`src/rtl/mem_pkg.sv`:
```
// Shared types and constants for the memory read sequencer: FSM states, MemCmd bit map, data width.
package mem_pkg;
  typedef enum logic [2:0] {
    ST_IDLE,
    ST_SETUP,
    ST_STROBE,
    ST_CAPTURE,
    ST_RESP
  } state_t;

  localparam int CMD_SLV0 = 0;
  localparam int CMD_SEL  = 1;
  localparam int CMD_RSVD = 2;
  localparam int CMD_SLV1 = 3;
  localparam int DATA_W   = 32;
endpackage

```
`src/rtl/mem_settle_timer.sv`:
```
// 8-bit loadable down-counter; o_done flags the last cycle of the window (count == 1).
module mem_settle_timer (
  input  logic       i_clk,
  input  logic       i_rst,
  input  logic       i_load,
  input  logic [7:0] i_value,
  output logic       o_done
);
  logic [7:0] r_count;

  always_ff @(posedge i_clk) begin
    if (i_rst) begin
      r_count <= 8'd0;
    end else if (i_load) begin
      r_count <= i_value;
    end else if (r_count != 8'd0) begin
      r_count <= r_count - 8'd1;
    end
  end

  assign o_done = (r_count == 8'd1);
endmodule

```
`src/rtl/mem_read_sequencer.sv`:
```
// Single-request MemCmd/MemData read sequencer with valid/ready request and response ports.
// Optional even-parity output on the response is enabled by defining MEM_RD_PARITY_EN.
module mem_read_sequencer
  import mem_pkg::*;
#(
  parameter int SETTLE = 2
) (
  input  logic              i_clk,
  input  logic              i_rst,
  input  logic              i_req_valid,
  output logic              o_req_ready,
  input  logic              i_req_sel,
  input  logic [1:0]        i_req_slave,
  output logic [3:0]        o_mem_cmd,
  input  logic [DATA_W-1:0] i_mem_data,
  output logic              o_rsp_valid,
  input  logic              i_rsp_ready,
  output logic [DATA_W-1:0] o_rsp_data
`ifdef MEM_RD_PARITY_EN
  ,
  output logic              o_rsp_parity
`endif
);
  localparam logic [7:0] SETTLE_CNT = 8'(SETTLE);

  state_t            r_state;
  state_t            w_state_nxt;
  logic              r_sel;
  logic [1:0]        r_slave;
  logic [3:0]        r_mem_cmd;
  logic [3:0]        w_cmd_nxt;
  logic [DATA_W-1:0] r_rsp_data;
  logic              w_accept;
  logic              w_load;
  logic              w_done;
  logic              w_sel;

  // Ready is combinational so the first post-reset cycle can already accept.
  assign o_req_ready = (r_state == ST_IDLE) && !i_rst;
  assign w_accept    = i_req_valid && o_req_ready;
  assign w_sel       = (r_state == ST_IDLE) ? i_req_sel : r_sel;

  mem_settle_timer u_timer (
    .i_clk   (i_clk),
    .i_rst   (i_rst),
    .i_load  (w_load),
    .i_value (SETTLE_CNT),
    .o_done  (w_done)
  );

  always_comb begin
    w_state_nxt = r_state;
    w_load      = 1'b0;
    case (r_state)
      ST_IDLE:    if (w_accept) w_state_nxt = ST_SETUP;
      ST_SETUP: begin
        w_load      = 1'b1;
        w_state_nxt = ST_STROBE;
      end
      ST_STROBE:  if (w_done) w_state_nxt = ST_CAPTURE;
      ST_CAPTURE: w_state_nxt = ST_RESP;
      ST_RESP:    if (i_rsp_ready) w_state_nxt = ST_IDLE;
      default:    w_state_nxt = ST_IDLE;
    endcase
  end

  // MemCmd is computed from the next state so the bus itself is a clean register output.
  always_comb begin
    w_cmd_nxt = 4'b0000;
    case (w_state_nxt)
      ST_SETUP: w_cmd_nxt[CMD_SEL] = w_sel;
      ST_STROBE, ST_CAPTURE: begin
        w_cmd_nxt[CMD_SEL]  = r_sel;
        w_cmd_nxt[CMD_SLV1] = r_slave[1];
        w_cmd_nxt[CMD_SLV0] = r_slave[0];
      end
      default: w_cmd_nxt = 4'b0000;
    endcase
    w_cmd_nxt[CMD_RSVD] = 1'b0;
  end

  always_ff @(posedge i_clk) begin
    if (i_rst) begin
      r_state    <= ST_IDLE;
      r_mem_cmd  <= 4'b0000;
      r_sel      <= 1'b0;
      r_slave    <= 2'b00;
      r_rsp_data <= '0;
    end else begin
      r_state   <= w_state_nxt;
      r_mem_cmd <= w_cmd_nxt;
      if (w_accept) begin
        r_sel   <= i_req_sel;
        r_slave <= i_req_slave;
      end
      if (r_state == ST_CAPTURE) r_rsp_data <= i_mem_data;
    end
  end

`ifdef MEM_RD_PARITY_EN
  logic r_rsp_parity;

  always_ff @(posedge i_clk) begin
    if (i_rst) begin
      r_rsp_parity <= 1'b0;
    end else if (r_state == ST_CAPTURE) begin
      r_rsp_parity <= ^i_mem_data;
    end
  end

  assign o_rsp_parity = r_rsp_parity;
`endif

  assign o_mem_cmd   = r_mem_cmd;
  assign o_rsp_valid = (r_state == ST_RESP);
  assign o_rsp_data  = r_rsp_data;
endmodule

```
`config.mk`:
```
export PLATFORM = sky130hd
export DESIGN_NAME = mem_read_sequencer
export DESIGN_NICKNAME = d
export VERILOG_FILES = /design/src/rtl/mem_pkg.sv /design/src/rtl/mem_settle_timer.sv /design/src/rtl/mem_read_sequencer.sv
export SDC_FILE = /design/constraint.sdc
export NUM_CORES = 1
export LEC_CHECK = 0
export CAP_MARGIN = 15
export CORE_ASPECT_RATIO = 0.75
export CORE_MARGIN = 2
export CORE_UTILIZATION = 45
export CTS_CLUSTER_DIAMETER = 30
export CTS_CLUSTER_SIZE = 14
export DETAILED_ROUTE_END_ITERATION = 8
export PLACE_DENSITY = 0.83
export SLEW_MARGIN = 0
export SYNTH_ARGS = -nofsm -noshare
export SYNTH_HDL_FRONTEND = slang
export SYNTH_SLANG_ARGS = --single-unit
```
`constraint.sdc`:
```
create_clock -name i_clk -period 4.06 [get_ports i_clk]
set_input_delay 0.609 -clock i_clk [delete_from_list [all_inputs] [get_ports i_clk]]
set_output_delay 0.609 -clock i_clk [all_outputs]
set_load 0.05 [all_outputs]
```
After elaboration in Yosys (flattened, before gate mapping)
Cells that the tools add are included.
- bits in registers: 50
- bits of input ports: 39
- $add $sub $neg: 1
- equal/unequal tests: 8
- multiplexer cells: 9
- bitwise gates (word level): 1
- reductions and logical operators: 9
- operators with widths (operator ; number):
    one-hot mux 3 bit (5 select lines) ; 1
    == test 3 x 2 -> 1 bit (second input constant) ; 4
    two-way mux 3 bit ; 3
    == test 8 x 1 -> 1 bit (second input constant) ; 1
    nonzero test 8 bit ; 1
    subtractor 8 x 1 -> 8 bit (second input constant) ; 1
    == test 3 x 1 -> 1 bit (second input constant) ; 2
    OR reduction 2 bit ; 3
    two-way mux 2 bit ; 2
    == test 3 bit (second input constant) ; 1
    logical NOT 3 bit ; 1
    logical AND 1 bit ; 2
    two-way mux 1 bit ; 2
    one-hot mux 1 bit (2 select lines) ; 1
    nonzero test 2 bit ; 1
    logical NOT 1 bit ; 1
    inverter 1 bit ; 1

Depth between registers and ports, before layout
- depth in word-level cells: 9
- depth in mapped cells: 6
- gate-level depth less buffers: 5

By module
Synthesis repeated with hierarchy kept, for this count alone.
- cells, all modules: 232
- area, all modules: 2396.0 um^2
- by module, submodules not included (module ; instances ; cells an instance ; area each (um^2) ; sequential area each (um^2)):
    mem_read_sequencer ; 1 ; 179 ; 1888.1 ; 820.8
    mem_settle_timer ; 1 ; 53 ; 508.0 ; 160.2

Worst setup path after synthesis
No wires, ideal clock.
- kind: input port to output port
- start: in i_rst
- end: out o_req_ready
- data arrival time: 2.334 ns
- required time: 3.451 ns
- path slack: 1.117 ns
- cell stages on the path: 2
- path through: clkbuf_1 > nor4_1
- cells in the longest elaborated chain, start to end: 2
- RTL lines (what ; RTL line ; source):
    from (decl) ; mem_read_sequencer.sv:9 ; input logic i_rst,
    logical NOT 1 bit ; mem_read_sequencer.sv:39 ; assign o_req_ready = (r_state == ST_IDLE) && !i_rst;
    logical AND 1 bit ; mem_read_sequencer.sv:39 ;
    to (decl) ; mem_read_sequencer.sv:11 ; output logic o_req_ready,
No other way between the ends.

Final worst setup path
- start: reg r_state[0]
- end: out o_rsp_valid
- cells in the longest elaborated chain, start to end: 1
- RTL lines (what ; RTL line ; source):
    from (decl) ; mem_read_sequencer.sv:26 ; state_t r_state;
    from (signal assigned) ; mem_read_sequencer.sv:90 ; r_state <= w_state_nxt;
    == test 3 bit ; mem_read_sequencer.sv:115 ; assign o_rsp_valid = (r_state == ST_RESP);
    to (decl) ; mem_read_sequencer.sv:16 ; output logic o_rsp_valid,
No other way between the ends.

==> flow_summary.toml <==
[routing]
drtIter0Drc = 117
first_pass_iters = 4
top_layer_used = "met4"
vias = 1710
vias_per_cell = 4.90
wirelength_um = 4270
ant_nets = 0
wl_met3_um = 419
wl_met2_um = 1830
wl_met1_um = 1940
drt-wirelength-per-cell_um = 12.2
drc = 0

[sta]
maxSlewViolCount = 0
fmax_mhz = 397
worst_pin_slew_ns = 0.877
max_slew_margin = 0.410
rsz0062_at_grt = "false"
finalCriticalPeriod_ns = 2.52
fin_setup_tns_ns = 0
hold_violations = 0
period_share = 0.621
skew_ns = 0.00800
setup_viol = 0

[finish]
diodes = 0
multi_input_area_um2 = 807
regArea_um2 = 981
fill_cells = 327
layout-drive-gt1-share = 0.0510
area_delta_synth_final_pct = 46.2
finalNetCount = 334
final_cell_area_mm2 = 0.00275

[worst_setup_path]
crit_arrival_ns = 1.91
endpoint = "o_rsp_valid"
worstSetupStartpointType = "register"
r2r-end = "u_timer.r_count[4]"
rr_worst_depth = 5
cp.required_ns = 3.45
path_max_fanout = 7
r2r-start = "u_timer.r_count[0]"
path_class = "register to primary output"
crit_start = "r_state[0]"
reg2reg_slack_ns = 2.36
end_kind = "primary output"

[cts]
root_buffer = "clkbuf_8"
postCtsResizedCells = 0
cts-buffers-inserted = 5
cts.clk_slew.worst_paths_ns = 0.09
clock-sinks = 49
cts_tree = "done"
clockBufferDepth = 2
worstSkewPairLatency_ns = 0.30
htreeDepth = 2
hold_buffers = 0
postCtsSetupBuffers = 0

[pwr]
switching_share = 0.336
clockPowerShare = 0.229
p_leak_uw = 0.000956
p_int_uw = 815
p_comb_frac = 0.300
p_seq_frac = 0.471
max-vdd-ir-drop_mv = 0.255
p_per_area_mw_per_mm2 = 447
p_sw_uw = 413

[floorplanning]
die_h_um = 60.0
rows = 20
start_util = 0.466
core_area_mm2 = 0.00403
io_pins = 77
die_x_um = 78.6
die_area_mm2 = 0.00471

[synth]
netlist_instances = 225
synth_nets = 266
seq_area_frac_synth = 0.522
synth_warnings = 0
synth_area_mm2 = 0.00188
synth_seq_cells = 49
synth.avg_cell_area_um2 = 8.35
synth_cell_types = 37

[global_route]
antenna_found_initial = 0
grt_pass1_vias = 1642
overflow = 0
grt.total_usage = 0.200
grt_max_degree = 43
grt_pass1_wl_um = 7220

[placement]
port_buffers = 75
routabilityCongestion = 0.822
placed_area_mm2 = 0.00264
post-dp-hpwl_um = 2930

[job]
cap_viol_max_count = 0

[outcome]
status = "finished, final reports clean"

[min_path]
hold_class = "register to register"
-- Yosys cell counts --
| cell | number | area [µm²] |
|---|---|---|
| nor3b_1 | 2 | 15.0 |
| a211oi_1 | 1 | 7.51 |
| clkbuf_1 | 11 | 41.3 |
| a211oi_2 | 1 | 12.5 |
| and3b_1 | 1 | 8.76 |
| or4_4 | 1 | 11.3 |
| nand2b_1 | 1 | 6.26 |
| o31ai_1 | 2 | 15.0 |
| o2bb2ai_1 | 1 | 8.76 |
| nor3_1 | 6 | 30.0 |
| clkbuf_4 | 1 | 7.51 |
| ha_1 | 2 | 25.0 |
| nor4_1 | 3 | 18.8 |
| dfxtp_1 | 49 | 981 |
| nand2_1 | 65 | 244 |
| buf_4 | 1 | 7.51 |
| a32oi_1 | 1 | 8.76 |
| conb_1 | 1 | 3.75 |
| mux2_1 | 2 | 22.5 |
| or4_1 | 2 | 15.0 |
| nor4b_1 | 1 | 8.76 |
| or3_1 | 3 | 18.8 |
| o21ai_0 | 2 | 10.0 |
| a21oi_1 | 38 | 190 |
| xnor2_1 | 2 | 17.5 |
| nand4b_1 | 1 | 8.76 |
| buf_2 | 4 | 20.0 |
| a21o_2 | 1 | 8.76 |
| nand3_1 | 1 | 5.00 |
| nor2b_1 | 2 | 12.5 |
| nand3b_1 | 2 | 15.0 |
| mux2i_1 | 1 | 10.0 |
| or2_2 | 1 | 6.26 |
| and2_1 | 3 | 18.8 |
| inv_1 | 4 | 15.0 |
| nor2_1 | 4 | 15.0 |
| or3b_1 | 1 | 8.76 |
-- worst min-delay path by stage --
stage                               from              to  slack (ns)  depth (start not counted)
after floorplan               r_slave[0]    o_mem_cmd[0]        0.42                          1
after global placement        r_slave[0]    o_mem_cmd[0]        0.43                          1
after detailed placement      r_slave[0]    o_mem_cmd[0]        0.44                          1
after CTS                  o_rsp_data[9]   o_rsp_data[9]        0.46                          2
after global routing      o_rsp_data[14]  o_rsp_data[14]        0.48                          2
final                         r_slave[0]    o_mem_cmd[0]        0.45                          1
-- stage by stage --
stage | total power (µW) | cells | util | hold WS, ns | setup slack (ns)
after floorplan | 845 | 225 | - | 0.421 | 1.12
after global placement | 941 | 340 | 0.654 | 0.432 | 1.61
after detailed placement | 951 | 340 | 0.654 | 0.439 | 1.60
after CTS | 1230 | 348 | 0.676 | 0.457 | 1.54
after global routing | 1300 | 349 | 0.682 | 0.476 | 1.44
final | 1230 | 349 | 0.682 | 0.455 | 1.54
-- power groups by stage --
stage                     Sequential (µW)  Clock, µW  Combinational, µW
after detailed placement              588          0                363
after global placement                586          0                354
after CTS                             578        290                367
after global routing                  588        310                407
after floorplan                       604          0                241
final                                 579        281                368
-- layout by cell type, fill, tap and decap left out --
master / instances
clkdlybuf4s50_1: 74
nand2_1: 65
dfxtp_1: 49
a21oi_1: 38
nor3_1: 6
clkbuf_8: 5
inv_1: 4
nor2_1: 4
and2_1: 3
nor4_1: 3
or3_1: 3
buf_4: 3
nor3b_1: 2
or4_1: 2
xnor2_1: 2
nor2b_1: 2
mux2_1: 2
nand3b_1: 2
o21ai_0: 2
o31ai_1: 2
ha_1: 2
clkinvlp_4: 2
or2_2: 1
or3b_1: 1
nor4b_1: 1
a32oi_1: 1
nand3_1: 1
and3b_1: 1
nand2b_1: 1
mux2i_1: 1
o2bb2ai_1: 1
or4_4: 1
a211oi_1: 1
nand4b_1: 1
a211oi_2: 1
a21o_2: 1
conb_1: 1
clkbuf_1: 1
clkbuf_16: 1
-- registers in the layout (all words and copies together), names as in the netlist --
register,flops
o_rsp_data,32
o_mem_cmd,3
r_sel,1
r_state,3
u_timer.r_count,8
r_slave,2
-- final cells by class --
class / instances / share of cell area
Multi-Input combinational cell: 155 / 0.294
Clock buffer: 6 / 0.0264
Clock inverter: 2 / 0.00546
Tap cell: 55 / 0.0250
Inverter: 4 / 0.00546
Sequential cell: 49 / 0.357
Timing Repair Buffer: 78 / 0.287
-- cell families after synthesis --
| group | synth area share |
|---|---|
| other | 0.00200 |
| DFF | 0.522 |
| AOI/OAI and AO/OA | 0.139 |
| muxes | 0.0173 |
| and+or+nand+nor | 0.248 |
| adders and majority gates | 0.0133 |
| buffers and inverters | 0.0486 |
| xor gates and xnor gates | 0.00932 |
-- metal layers --
metal / GRT usage / vias to the layer above
li1: - / 885
met4: 0.0927 / 0
met1: 0.240 / 756
met2: 0.305 / 60
met5: 0 / -
met3: 0.0982 / 9
-- critical path: stages (launching register included) --
cell and delay (ns):
dfxtp_1 0.38, nor2_1 0.26, and2_1 0.17, clkdlybuf4s50_1 0.81
No activity file was read; power rests on OpenSTA's default activity.
